## src/rtl/wb_pkg.sv

```systemverilog
// ---------------------------------------------------------------------------
// wb_pkg
//   Shared Wishbone definitions for the subsystem.
//
//   Contents:
//     WB_ADR_W / WB_DAT_W / WB_SEL_W : default bus widths, reused by
//                                      wishbone_if, wb_cmd_master and xpm_ram
//     wb_cmd_t          : one bus command (we, adr, dat, sel)
//     wb_rsp_t          : one bus response (dat, err)
//     wb_master_state_e : state encoding of the command master FSM
// ---------------------------------------------------------------------------
package wb_pkg;

    localparam int WB_ADR_W = 20;
    localparam int WB_DAT_W = 32;
    localparam int WB_SEL_W = WB_DAT_W / 8;

    typedef struct packed {
        logic                we;
        logic [WB_ADR_W-1:0] adr;
        logic [WB_DAT_W-1:0] dat;
        logic [WB_SEL_W-1:0] sel;
    } wb_cmd_t;

    typedef struct packed {
        logic [WB_DAT_W-1:0] dat;
        logic                err;
    } wb_rsp_t;

    typedef enum logic [1:0] {
        WB_IDLE = 2'd0,
        WB_BUS  = 2'd1,
        WB_RESP = 2'd2
    } wb_master_state_e;

endpackage : wb_pkg

```

## src/rtl/wishbone_if.sv

```systemverilog
// ---------------------------------------------------------------------------
// wishbone_if
//   Wishbone classic bus bundle (single master, single slave view).
//
//   Parameters:
//     ADR_W : word address width
//     DAT_W : data width, SEL_W = DAT_W/8 byte enables
//
//   Signals:
//     cyc, stb, we, adr, dat_m2s, sel : driven by the master
//     ack, err, dat_s2m               : driven by the slave
//
//   Modports: master, slave
// ---------------------------------------------------------------------------
interface wishbone_if #(
    parameter int ADR_W = wb_pkg::WB_ADR_W,
    parameter int DAT_W = wb_pkg::WB_DAT_W
) ();

    localparam int SEL_W = DAT_W / 8;

    logic             cyc;
    logic             stb;
    logic             we;
    logic [ADR_W-1:0] adr;
    logic [DAT_W-1:0] dat_m2s;
    logic [SEL_W-1:0] sel;
    logic             ack;
    logic             err;
    logic [DAT_W-1:0] dat_s2m;

    modport master (
        output cyc, stb, we, adr, dat_m2s, sel,
        input  ack, err, dat_s2m
    );

    modport slave (
        input  cyc, stb, we, adr, dat_m2s, sel,
        output ack, err, dat_s2m
    );

endinterface : wishbone_if

```

## src/rtl/wb_cmd_master.sv

```systemverilog
// ---------------------------------------------------------------------------
// wb_cmd_master
//   Wishbone classic master. Accepts one command on a valid/ready stream,
//   runs a single read or write bus cycle, and returns {data, err} on a
//   valid/ready response stream. Exactly one transaction is in flight.
//
//   Handshake rule (both streams): a transfer happens on a rising clock edge
//   where valid and ready are both high; the producer keeps valid and its
//   payload stable until that edge; ready never depends combinationally on
//   valid.
//
//   Parameters:
//     ADR_W       : word address width (must match wishbone_if)
//     DAT_W       : data width, SEL_W = DAT_W/8
//     TIMEOUT_CYC : bus cycles without ack/err before aborting
//                   (only with WB_CMD_MASTER_TIMEOUT_EN)
//
//   Ports:
//     clk_i, rst_ni           : clock, asynchronous active-low reset
//     cmd_valid_i/cmd_ready_o : command handshake
//     cmd_we_i, cmd_adr_i,
//     cmd_dat_i, cmd_sel_i    : command payload
//     rsp_valid_o/rsp_ready_i : response handshake
//     rsp_dat_o, rsp_err_o    : response payload (dat is 0 for writes/errors)
//     wb                      : wishbone_if.master
//
//   Configuration macro:
//     WB_CMD_MASTER_TIMEOUT_EN : when defined, a silent slave is aborted
//                                after TIMEOUT_CYC bus cycles with err = 1.
//                                When undefined, the bus cycle waits forever.
// ---------------------------------------------------------------------------
module wb_cmd_master
    import wb_pkg::*;
#(
    parameter int ADR_W       = WB_ADR_W,
    parameter int DAT_W       = WB_DAT_W,
    parameter int TIMEOUT_CYC = 255,
    localparam int SEL_W      = DAT_W / 8
) (
    input  logic             clk_i,
    input  logic             rst_ni,

    input  logic             cmd_valid_i,
    output logic             cmd_ready_o,
    input  logic             cmd_we_i,
    input  logic [ADR_W-1:0] cmd_adr_i,
    input  logic [DAT_W-1:0] cmd_dat_i,
    input  logic [SEL_W-1:0] cmd_sel_i,

    output logic             rsp_valid_o,
    input  logic             rsp_ready_i,
    output logic [DAT_W-1:0] rsp_dat_o,
    output logic             rsp_err_o,

    wishbone_if.master       wb
);

    // The timeout limit must allow at least one bus cycle.
    if (TIMEOUT_CYC < 1) begin : g_bad_timeout
        $error("wb_cmd_master: TIMEOUT_CYC must be at least 1");
    end

`ifdef WB_CMD_MASTER_TIMEOUT_EN
    // Counter is never narrower than 8 bits.
    localparam int CNT_W = ($clog2(TIMEOUT_CYC + 1) > 8) ? $clog2(TIMEOUT_CYC + 1) : 8;
    localparam logic [CNT_W-1:0] CNT_LAST = CNT_W'(TIMEOUT_CYC - 1);

    logic [CNT_W-1:0] r_to_cnt;
`endif

    wb_master_state_e r_state;

    // Registered outputs: every port below comes straight from a flop.
    logic             r_cmd_ready;
    logic             r_cyc;
    logic             r_we;
    logic [ADR_W-1:0] r_adr;
    logic [DAT_W-1:0] r_dat;
    logic [SEL_W-1:0] r_sel;
    logic             r_rsp_valid;
    logic [DAT_W-1:0] r_rsp_dat;
    logic             r_rsp_err;

    // -----------------------------------------------------------------------
    // Control FSM: IDLE -> BUS -> RESP -> IDLE
    // -----------------------------------------------------------------------
    always_ff @(posedge clk_i or negedge rst_ni) begin
        if (!rst_ni) begin
            r_state     <= WB_IDLE;
            r_cmd_ready <= 1'b1;
            r_cyc       <= 1'b0;
            r_we        <= 1'b0;
            r_adr       <= '0;
            r_dat       <= '0;
            r_sel       <= '0;
            r_rsp_valid <= 1'b0;
            r_rsp_dat   <= '0;
            r_rsp_err   <= 1'b0;
`ifdef WB_CMD_MASTER_TIMEOUT_EN
            r_to_cnt    <= '0;
`endif
        end else begin
            case (r_state)
                WB_IDLE: begin
                    if (cmd_valid_i && r_cmd_ready) begin
                        r_we        <= cmd_we_i;
                        r_adr       <= cmd_adr_i;
                        r_dat       <= cmd_dat_i;
                        r_sel       <= cmd_sel_i;
                        r_cyc       <= 1'b1;
                        r_cmd_ready <= 1'b0;
`ifdef WB_CMD_MASTER_TIMEOUT_EN
                        r_to_cnt    <= '0;
`endif
                        r_state     <= WB_BUS;
                    end
                end

                WB_BUS: begin
                    // err outranks ack; ack outranks the timeout.
                    if (wb.err) begin
                        r_cyc       <= 1'b0;
                        r_rsp_valid <= 1'b1;
                        r_rsp_dat   <= '0;
                        r_rsp_err   <= 1'b1;
                        r_state     <= WB_RESP;
                    end else if (wb.ack) begin
                        r_cyc       <= 1'b0;
                        r_rsp_valid <= 1'b1;
                        r_rsp_dat   <= r_we ? '0 : wb.dat_s2m;
                        r_rsp_err   <= 1'b0;
                        r_state     <= WB_RESP;
                    end
`ifdef WB_CMD_MASTER_TIMEOUT_EN
                    // Compare against LAST so that cyc is high for exactly
                    // TIMEOUT_CYC cycles before the abort.
                    else if (r_to_cnt == CNT_LAST) begin
                        r_cyc       <= 1'b0;
                        r_rsp_valid <= 1'b1;
                        r_rsp_dat   <= '0;
                        r_rsp_err   <= 1'b1;
                        r_state     <= WB_RESP;
                    end else begin
                        r_to_cnt    <= r_to_cnt + 1'b1;
                    end
`endif
                end

                WB_RESP: begin
                    // Payload holds until the consumer takes it.
                    if (rsp_ready_i) begin
                        r_rsp_valid <= 1'b0;
                        r_cmd_ready <= 1'b1;
                        r_state     <= WB_IDLE;
                    end
                end

                default: begin
                    r_cyc       <= 1'b0;
                    r_rsp_valid <= 1'b0;
                    r_cmd_ready <= 1'b1;
                    r_state     <= WB_IDLE;
                end
            endcase
        end
    end

    // -----------------------------------------------------------------------
    // Output mapping
    // -----------------------------------------------------------------------
    assign cmd_ready_o = r_cmd_ready;
    assign rsp_valid_o = r_rsp_valid;
    assign rsp_dat_o   = r_rsp_dat;
    assign rsp_err_o   = r_rsp_err;

    // stb always follows cyc: one single-beat cycle per command.
    assign wb.cyc     = r_cyc;
    assign wb.stb     = r_cyc;
    assign wb.we      = r_we;
    assign wb.adr     = r_adr;
    assign wb.dat_m2s = r_dat;
    assign wb.sel     = r_sel;

endmodule : wb_cmd_master

```

## src/flat_wrapper.sv

```systemverilog
// flat-port wrapper written by rule: the top's interface ports become plain ports
module wb_cmd_master_flat import wb_pkg::*;
#(
    parameter int ADR_W       = WB_ADR_W,
    parameter int DAT_W       = WB_DAT_W,
    parameter int TIMEOUT_CYC = 255,
    localparam int SEL_W      = DAT_W / 8
)
  (clk_i, rst_ni, cmd_valid_i, cmd_ready_o, cmd_we_i, cmd_adr_i, cmd_dat_i, cmd_sel_i, rsp_valid_o, rsp_ready_i, rsp_dat_o, rsp_err_o, wb_cyc, wb_stb, wb_we, wb_adr, wb_dat_m2s, wb_sel, wb_ack, wb_err, wb_dat_s2m);
  wishbone_if #(.ADR_W(ADR_W), .DAT_W(DAT_W)) wb_i ();
  input  logic clk_i;
  input  logic rst_ni;
  input  logic cmd_valid_i;
  output logic cmd_ready_o;
  input  logic cmd_we_i;
  input  logic [ADR_W-1:0] cmd_adr_i;
  input  logic [DAT_W-1:0] cmd_dat_i;
  input  logic [SEL_W-1:0] cmd_sel_i;
  output logic rsp_valid_o;
  input  logic rsp_ready_i;
  output logic [DAT_W-1:0] rsp_dat_o;
  output logic rsp_err_o;
  output wire logic [$bits(wb_i.cyc)-1:0] wb_cyc;
  output wire logic [$bits(wb_i.stb)-1:0] wb_stb;
  output wire logic [$bits(wb_i.we)-1:0] wb_we;
  output wire logic [$bits(wb_i.adr)-1:0] wb_adr;
  output wire logic [$bits(wb_i.dat_m2s)-1:0] wb_dat_m2s;
  output wire logic [$bits(wb_i.sel)-1:0] wb_sel;
  input wire logic [$bits(wb_i.ack)-1:0] wb_ack;
  input wire logic [$bits(wb_i.err)-1:0] wb_err;
  input wire logic [$bits(wb_i.dat_s2m)-1:0] wb_dat_s2m;
  assign wb_cyc = wb_i.cyc;
  assign wb_stb = wb_i.stb;
  assign wb_we = wb_i.we;
  assign wb_adr = wb_i.adr;
  assign wb_dat_m2s = wb_i.dat_m2s;
  assign wb_sel = wb_i.sel;
  assign wb_i.ack = wb_ack;
  assign wb_i.err = wb_err;
  assign wb_i.dat_s2m = wb_dat_s2m;
  wb_cmd_master #(.ADR_W(ADR_W), .DAT_W(DAT_W), .TIMEOUT_CYC(TIMEOUT_CYC)) u_core (.clk_i(clk_i), .rst_ni(rst_ni), .cmd_valid_i(cmd_valid_i), .cmd_ready_o(cmd_ready_o), .cmd_we_i(cmd_we_i), .cmd_adr_i(cmd_adr_i), .cmd_dat_i(cmd_dat_i), .cmd_sel_i(cmd_sel_i), .rsp_valid_o(rsp_valid_o), .rsp_ready_i(rsp_ready_i), .rsp_dat_o(rsp_dat_o), .rsp_err_o(rsp_err_o), .wb(wb_i));
endmodule
```

## config.mk

```make
export PLATFORM = sky130hd
export DESIGN_NAME = wb_cmd_master_flat
export DESIGN_NICKNAME = d
export VERILOG_FILES = /design/src/rtl/wb_pkg.sv /design/src/rtl/wishbone_if.sv /design/src/rtl/wb_cmd_master.sv /design/src/flat_wrapper.sv
export SDC_FILE = /design/constraint.sdc
export NUM_CORES = 1
export LEC_CHECK = 0
export BUFFER_PORTS_ARGS = -buffer_cell sky130_fd_sc_hd__buf_2
export CAP_MARGIN = 20
export CORE_MARGIN = 5
export CORE_UTILIZATION = 49
export DETAILED_ROUTE_END_ITERATION = 10
export PLACE_DENSITY = 0.85
export SLEW_MARGIN = 20
export SYNTH_ARGS = -nofsm -noshare
export SYNTH_HDL_FRONTEND = slang
export SYNTH_SLANG_ARGS = --single-unit
export TNS_END_PERCENT = 10
```

## constraint.sdc

```tcl
create_clock -name clk_i -period 3.9 [get_ports clk_i]
set_input_delay 0.585 -clock clk_i [delete_from_list [all_inputs] [get_ports clk_i]]
set_output_delay 0.585 -clock clk_i [all_outputs]
set_load 0.005 [all_outputs]
```

==> results of run 1 <==
## power by group through the flow
stage	Sequential, mW	Clock [mW]	Combinational [mW]
final	1.61	0.695	1.06
after global routing	1.67	0.760	1.18
after CTS	1.61	0.717	1.09
after detailed placement	1.63	0	1.09
after global placement	1.61	0	1.04
after floorplan	1.65	0	0.442
## registers in the layout, indices dropped and copies added (netlist names)
signal              flops
u_core.cmd_ready_o      1
u_core.rsp_dat_o       32
u_core.rsp_err_o        1
u_core.r_state          2
u_core.wb.sel           4
u_core.wb.cyc           1
u_core.wb.we            1
u_core.wb.adr          20
u_core.rsp_valid_o      1
u_core.wb.dat_m2s      32
## cell usage after synthesis, drive strengths merged
| master | number |
|---|---|
| dfrtp | 94 |
| or3 | 1 |
| nand2 | 33 |
| mux2 | 57 |
| a21oi | 2 |
| nand2b | 2 |
| nor2 | 6 |
| buf | 9 |
| nor4bb | 1 |
| nor3 | 1 |
| dfstp | 1 |
| o21ai | 33 |
| a21o | 3 |
| nor2b | 1 |
| a22o | 1 |
| clkbuf | 16 |
| o31ai | 32 |
## worst min-delay path by stage
| stage | startpoint | endpoint | slack (ns) | cells past startpoint |
|---|---|---|---|---|
| floorplan | rst_ni | u_core.r_state[0] | 0.29 | 0 |
| global placement | rst_ni | u_core.wb.dat_m2s[2] | 0.42 | 1 |
| detailed placement | rst_ni | u_core.wb.adr[16] | 0.42 | 1 |
| CTS | rst_ni | u_core.wb.adr[16] | 0.03 | 1 |
| global route | rst_ni | u_core.wb.adr[16] | 0.03 | 1 |
| finish | rst_ni | u_core.wb.adr[16] | 0.05 | 1 |
## worst reg2reg max path, stage by stage, from the launching register on
cell,delay [ns]
dfstp_2,0.57
nor4bb_4,0.47
buf_4,0.65
mux2_2,0.44
## kinds of logic after synthesis
group | Yosys count | share of synthesized area
multiplexers | 57 | 0.176
AO/OA/AOI/OAI | 71 | 0.117
buffers and inverters | 25 | 0.0351
AND/OR/NAND/NOR | 45 | 0.0488
flip-flops | 95 | 0.623
## final cells by class
| cell class | count | area [um^2] |
|---|---|---|
| clock inverters | 6 | 92.6 |
| well taps | 102 | 128 |
| multi-input cells | 173 | 1340 |
| flip-flops and latches | 95 | 2380 |
| fillers | 598 | 2590 |
| clock buffers | 10 | 128 |
| repair buffers | 192 | 993 |
## per-layer routing
layer	routed length (um)	part of all wire	up-vias	GRT usage
met2	4520	0.49	133	0.325
met4	123	0.013	0	0.0578
met1	3790	0.41	1414	0.238
met5	0	0	-	0
met3	838	0.090	12	0.0579
li1	-	-	1392	-
==> key figures, run 1 <==
Power and ir drop
  – Flop pwr share: 0.477
  – Pwr dens: 665 mW/mm^2
  – Pwr Total: 3.36 mW
  – Power Internal: 2.38 mW
  – Switching power: 0.988 mW
  – Clk pwr share: 0.207
  – Combinational power share: 0.316
  – Leakage: 2.62 nW
  – Worst VDD drop: 0.247 mV
  – Sw Ratio: 0.294

Global route
  – Pin count of the biggest net entering global routing: 66
  – All-Layer GR Usage: 0.192
  – Number of global-route vias before repair: 3074
  – Total gr overflow: 0
  – First-pass GRT wire length: 15.2 mm
  – Initial antenna violation count: 0

Cells and area
  – Commonest cells after routing, fill and taps aside: buf_2 (187), dfrtp_1 (94), mux2_2 (49), nand2_1 (33), o21ai_0 (33)
  – Finished Cell Area: 0.00506 mm^2
  – Most common cell after layout, fill and taps aside: buf_2
  – Number of antenna repair diodes: 0
  – Final core occ: 0.661
  – Fraction of layout cells with a size suffix above 1: 0.565
  – Fin nets: 566
  – Area grow syn2layout: 32.5%
  – Non-Filler Instances: 578

Setup path
  – CP Launch Type: register
  – Crit Path Max Fanout: 54
  – Setup crit start: u_core.cmd_ready_o
  – CP top delay family: buffers and inverters
  – RR Endpoint: u_core.wb.dat_m2s[10]
  – Worst Setup EP: u_core.wb.dat_m2s[10]
  – R2r setup slk: 1.66 ns
  – CP max stage cell: buf_4
  – R2r worst-path depth: 3
  – Crit. End Element: register
  – Critical Path Max Stage Delay: 0.65 ns
  – Number of buffers and inverters on the critical path: 1
  – Worst Path Arrival: 2.46 ns
  – FF-to-FF Start: u_core.cmd_ready_o
  – Stages on worst setup path: 3
  – Crit-path cells: nor4bb_4, buf_4, mux2_2
  – Crit path kind: reg2reg
  – CP required: 4.12 ns

Synth
  – Synth top area cells: dfrtp_1 (62%), mux2_2 (14%), o31ai_1 (6.3%)
  – Flops & latches, synth: 95
  – Syn Nets: 388
  – Ys Warns: 0
  – Area leader, netlist: dfrtp_1
  – Sequential area share after synthesis: 0.623
  – Syn Area/Cell: 13.0 um^2
  – Cell area after synthesis: 0.00382 mm^2
  – Mapped Cells: 293
  – Post-synthesis cell type count: 21
  – Top cell type's share of synthesized area: 0.616

Floorplanning
  – Die W: 98.3 um
  – Die area: 0.00966 mm^2
  – Core box area: 0.00765 mm^2
  – I/O Pins: 189
  – Die Ht: 98.3 um
  – Initial core utilization: 0.499
  – Num rows: 32

Route
  – Post-Route WL: 9.26 mm
  – Initial DRC Count: 67
  – 1st-pass router iterations: 4
  – Vias: 2951
  – Avg Vias per Cell: 5.11
  – DR DRC count: 0
  – Detail Route Antenna Nets: 0
  – Avg WL per Cell: 16.0 um

STA
  – Skew final: 0.0144 ns
  – Final period util: 0.574
  – Max-slew headroom: 0.319
  – Slew of the pin with the lowest slew margin: 1.02 ns
  – Fmax: 447 MHz
  – Crit path time final: 2.24 ns
  – Final Max Tran Viols: 0
  – Final hold slack: 0.0492 ns
  – Final setup TNS: 0 ns
  – Final setup fails: 0
  – Final hold violations: 0
  – Final worst slack: 1.66 ns
  – RSZ-0062 raised after global routing: false

Placed design
  – Placed Area: 0.00484 mm^2
  – Count of buffers from port buffering: 188
  – Post-DP HPWL: 7.01 mm
  – Placed insts: 562
  – Pre-CTS setup slack: 1.61 ns
  – GP Congestion: 0.800

Clock network
  – CTS Buf Count: 9
  – H-Tree Level Count: 3
  – Post-CTS resize count: 0
  – Clk Latency, worst-skew pair: 0.34 ns
  – Worst-path clk slew: 0.09 ns
  – # Post-CTS Setup Buffers: 0
  – Clock Sinks: 95
  – Root Driver: clkbuf_8
  – Hold Buf Count CTS: 0
  – TritonCTS clock tree: built
  – Clock buffer depth: 2

Hold path
  – Hold/Removal Path Class: in2async

Run
  – Max cap viols: 0

Run status
  – Outcome: finished, final reports clean
No activity file was read; power rests on OpenSTA's default activity.
==> run 2: changes to the inputs <==
Settings changed: CORE_UTILIZATION 49 to 46, PLACE_DENSITY 0.85 to 0.8.
Clock period 3.9 ns to 2.1 ns, I/O delays scaled along.
==> run 2 against run 1 <==
Against the previous run: die area increased by 5.8%; worst setup slack got worse by 1.3 ns; fmax increased by 29%; sequential share of layout area decreased by 0.68 points; clock skew decreased by 0.0036 ns; cell area increased by 1.5%; worst hold slack improved by 0.15 ns; sequential power increased by 85%; non-clock buffer count increased by 5; sequential cell count unchanged; count of clock-buffer cells in the layout increased by 1; first-iteration DRC count increased by 31%; critical path type unchanged; largest cell class unchanged; largest power group unchanged.
==> key figures, run 2 (synthesized netlist as in run 1, its figures left out) <==
Setup path
  – Worst Path Arrival: 1.96 ns
  – Critical Path Max Stage Delay: 0.56 ns
  – Crit path kind: reg2reg
  – Crit. End Element: register
  – Crit Path Max Fanout: 16
  – Crit-path cells: nor4bb_4, buf_4, mux2_2
  – CP Launch Type: register
  – CP top delay family: flip-flops
  – R2r worst-path depth: 3
  – R2r setup slk: 0.37 ns
  – CP max stage cell: dfstp_2
  – FF-to-FF Start: u_core.cmd_ready_o
  – Number of buffers and inverters on the critical path: 1
  – Stages on worst setup path: 3
  – RR Endpoint: u_core.wb.dat_m2s[14]
  – CP required: 2.33 ns

Global route
  – Initial antenna violation count: 0
  – Met1 Use GR: 0.224
  – First-pass GRT wire length: 14.3 mm
  – Met3 GRT Util: 0.0775
  – Number of global-route vias before repair: 2954
  – Busiest grt layer: met2
  – Total gr overflow: 0
  – All-Layer GR Usage: 0.177
  – Pin count of the biggest net entering global routing: 66
  – Met2 usage: 0.274

Hold path
  – Hold/Removal Path Class: in2reg
  – Hold depth: 3
  – Hold EP: u_core.rsp_dat_o[13]
  – Worst hold start: wb_dat_s2m[13]

STA
  – Fmax: 578 MHz
  – Final Max Tran Viols: 0
  – RSZ-0062 raised after global routing: false
  – Final setup fails: 0
  – Final hold violations: 0
  – Final setup TNS: 0 ns
  – Final period util: 0.823
  – Crit path time final: 1.73 ns
  – Slew of the pin with the lowest slew margin: 0.564 ns
  – Max-slew headroom: 0.624
  – Skew final: 0.0107 ns

Route
  – DR DRC count: 0
  – Post-Route WL: 9.02 mm
  – Vias: 2957
  – Initial DRC Count: 88
  – 1st-pass router iterations: 4
  – Detail Route Antenna Nets: 0
  – Avg WL per Cell: 15.4 um
  – Avg Vias per Cell: 5.05

Cells and area
  – Most common cell after layout, fill and taps aside: buf_2
  – Area grow syn2layout: 34.4%
  – Number of antenna repair diodes: 0
  – Commonest cells after routing, fill and taps aside: buf_2 (187), dfrtp_1 (94), mux2_2 (49), nand2_1 (33), o21ai_0 (33)
  – Fraction of layout cells with a size suffix above 1: 0.565
  – Non-Filler Instances: 586
  – Fillers: 655
  – Fin nets: 571

Clock network
  – Hold Buf Count CTS: 1
  – CTS Buf Count: 9
  – Clk Latency, worst-skew pair: 0.34 ns
  – Clock Sinks: 95
  – TritonCTS clock tree: built
  – # Post-CTS Setup Buffers: 0
  – Clock buffer depth: 2
  – Root Driver: clkbuf_8
  – Worst-path clk slew: 0.09 ns
  – H-Tree Level Count: 3
  – Post-CTS resize count: 0

Placed design
  – Placed insts: 569
  – GP Congestion: 0.797
  – Count of buffers from port buffering: 188
  – Post-DP HPWL: 6.76 mm

Run
  – Max cap viols: 0

Floorplanning
  – I/O Pins: 189
  – Initial core utilization: 0.469
  – Die Ht: 101 um
  – Die area: 0.0102 mm^2
  – Num rows: 33
  – Die W: 101 um
  – Core box area: 0.00813 mm^2

Power and ir drop
  – Leakage: 2.66 nW
  – Worst VDD drop: 0.459 mV
  – Pwr dens: 1220 mW/mm^2

Run status
  – Outcome: finished, final reports clean
-- run 2: cell count changes in the layout (fill, tap and decap cells not counted), sizes merged --
| cell | change |
|---|---|
| clkbuf | +1 |
| dlygate4sd3 | +1 |
| clkinvlp | -1 |
| buf | +4 |
-- run 2: worst reg2reg max path, cell delays in order, from the launching register on --
cell      delay [ns]
dfstp_2         0.56
nor4bb_4        0.36
buf_4           0.33
mux2_2          0.37
-- run 2: cell type report --
cell class	instances	area, um^2	area share
tap	105	131	0.0256
multi-input combinational	173	1330	0.260
clock inverter	5	81.3	0.0158
sequential	95	2380	0.464
timing repair buffer	197	1080	0.210
clock buffer	11	131	0.0256
-- run 2: worst max path at each step --
| stage | startpoint | slack, ns | to |
|---|---|---|---|
| global route | u_core.cmd_ready_o | 0.28 | u_core.wb.dat_m2s[14] |
| CTS | u_core.cmd_ready_o | 0.36 | u_core.wb.dat_m2s[12] |
| floorplan | u_core.cmd_ready_o | 0.45 | u_core.wb.dat_m2s[0] |
| finish | u_core.cmd_ready_o | 0.37 | u_core.wb.dat_m2s[14] |
| detailed placement | u_core.cmd_ready_o | 0.36 | u_core.wb.dat_m2s[12] |
| global placement | u_core.cmd_ready_o | 0.42 | u_core.wb.adr[19] |
-- run 2: where the power goes --
part | internal (mW) | switching (mW) | total [mW]
Combinational | 1.16 | 0.821 | 1.99
Clock | 0.675 | 0.602 | 1.28
Sequential | 2.59 | 0.382 | 2.98
Total | 4.43 | 1.81 | 6.24
-- run 2: per-layer routing --
| metal | wire (um) | share of wire |
|---|---|---|
| met1 | 3700 | 0.41 |
| met2 | 4020 | 0.45 |
| met3 | 1220 | 0.13 |
| met4 | 85 | 0.0094 |
| met5 | 0 | 0 |
-- run 2: stage by stage --
step / instance area [um^2] / setup WS [ns] / hold WS, ns / util / power (mW)
after global routing: 5130 / 0.285 / 0.174 / 0.631 / 6.70
after CTS: 5130 / 0.355 / 0.176 / 0.631 / 6.34
after global placement: 4910 / 0.416 / 0.346 / 0.603 / 4.96
final: 5130 / 0.371 / 0.197 / 0.631 / 6.24
after floorplan: 3820 / 0.454 / 0.0194 / - / 3.89
after detailed placement: 4910 / 0.363 / 0.347 / 0.603 / 5.05
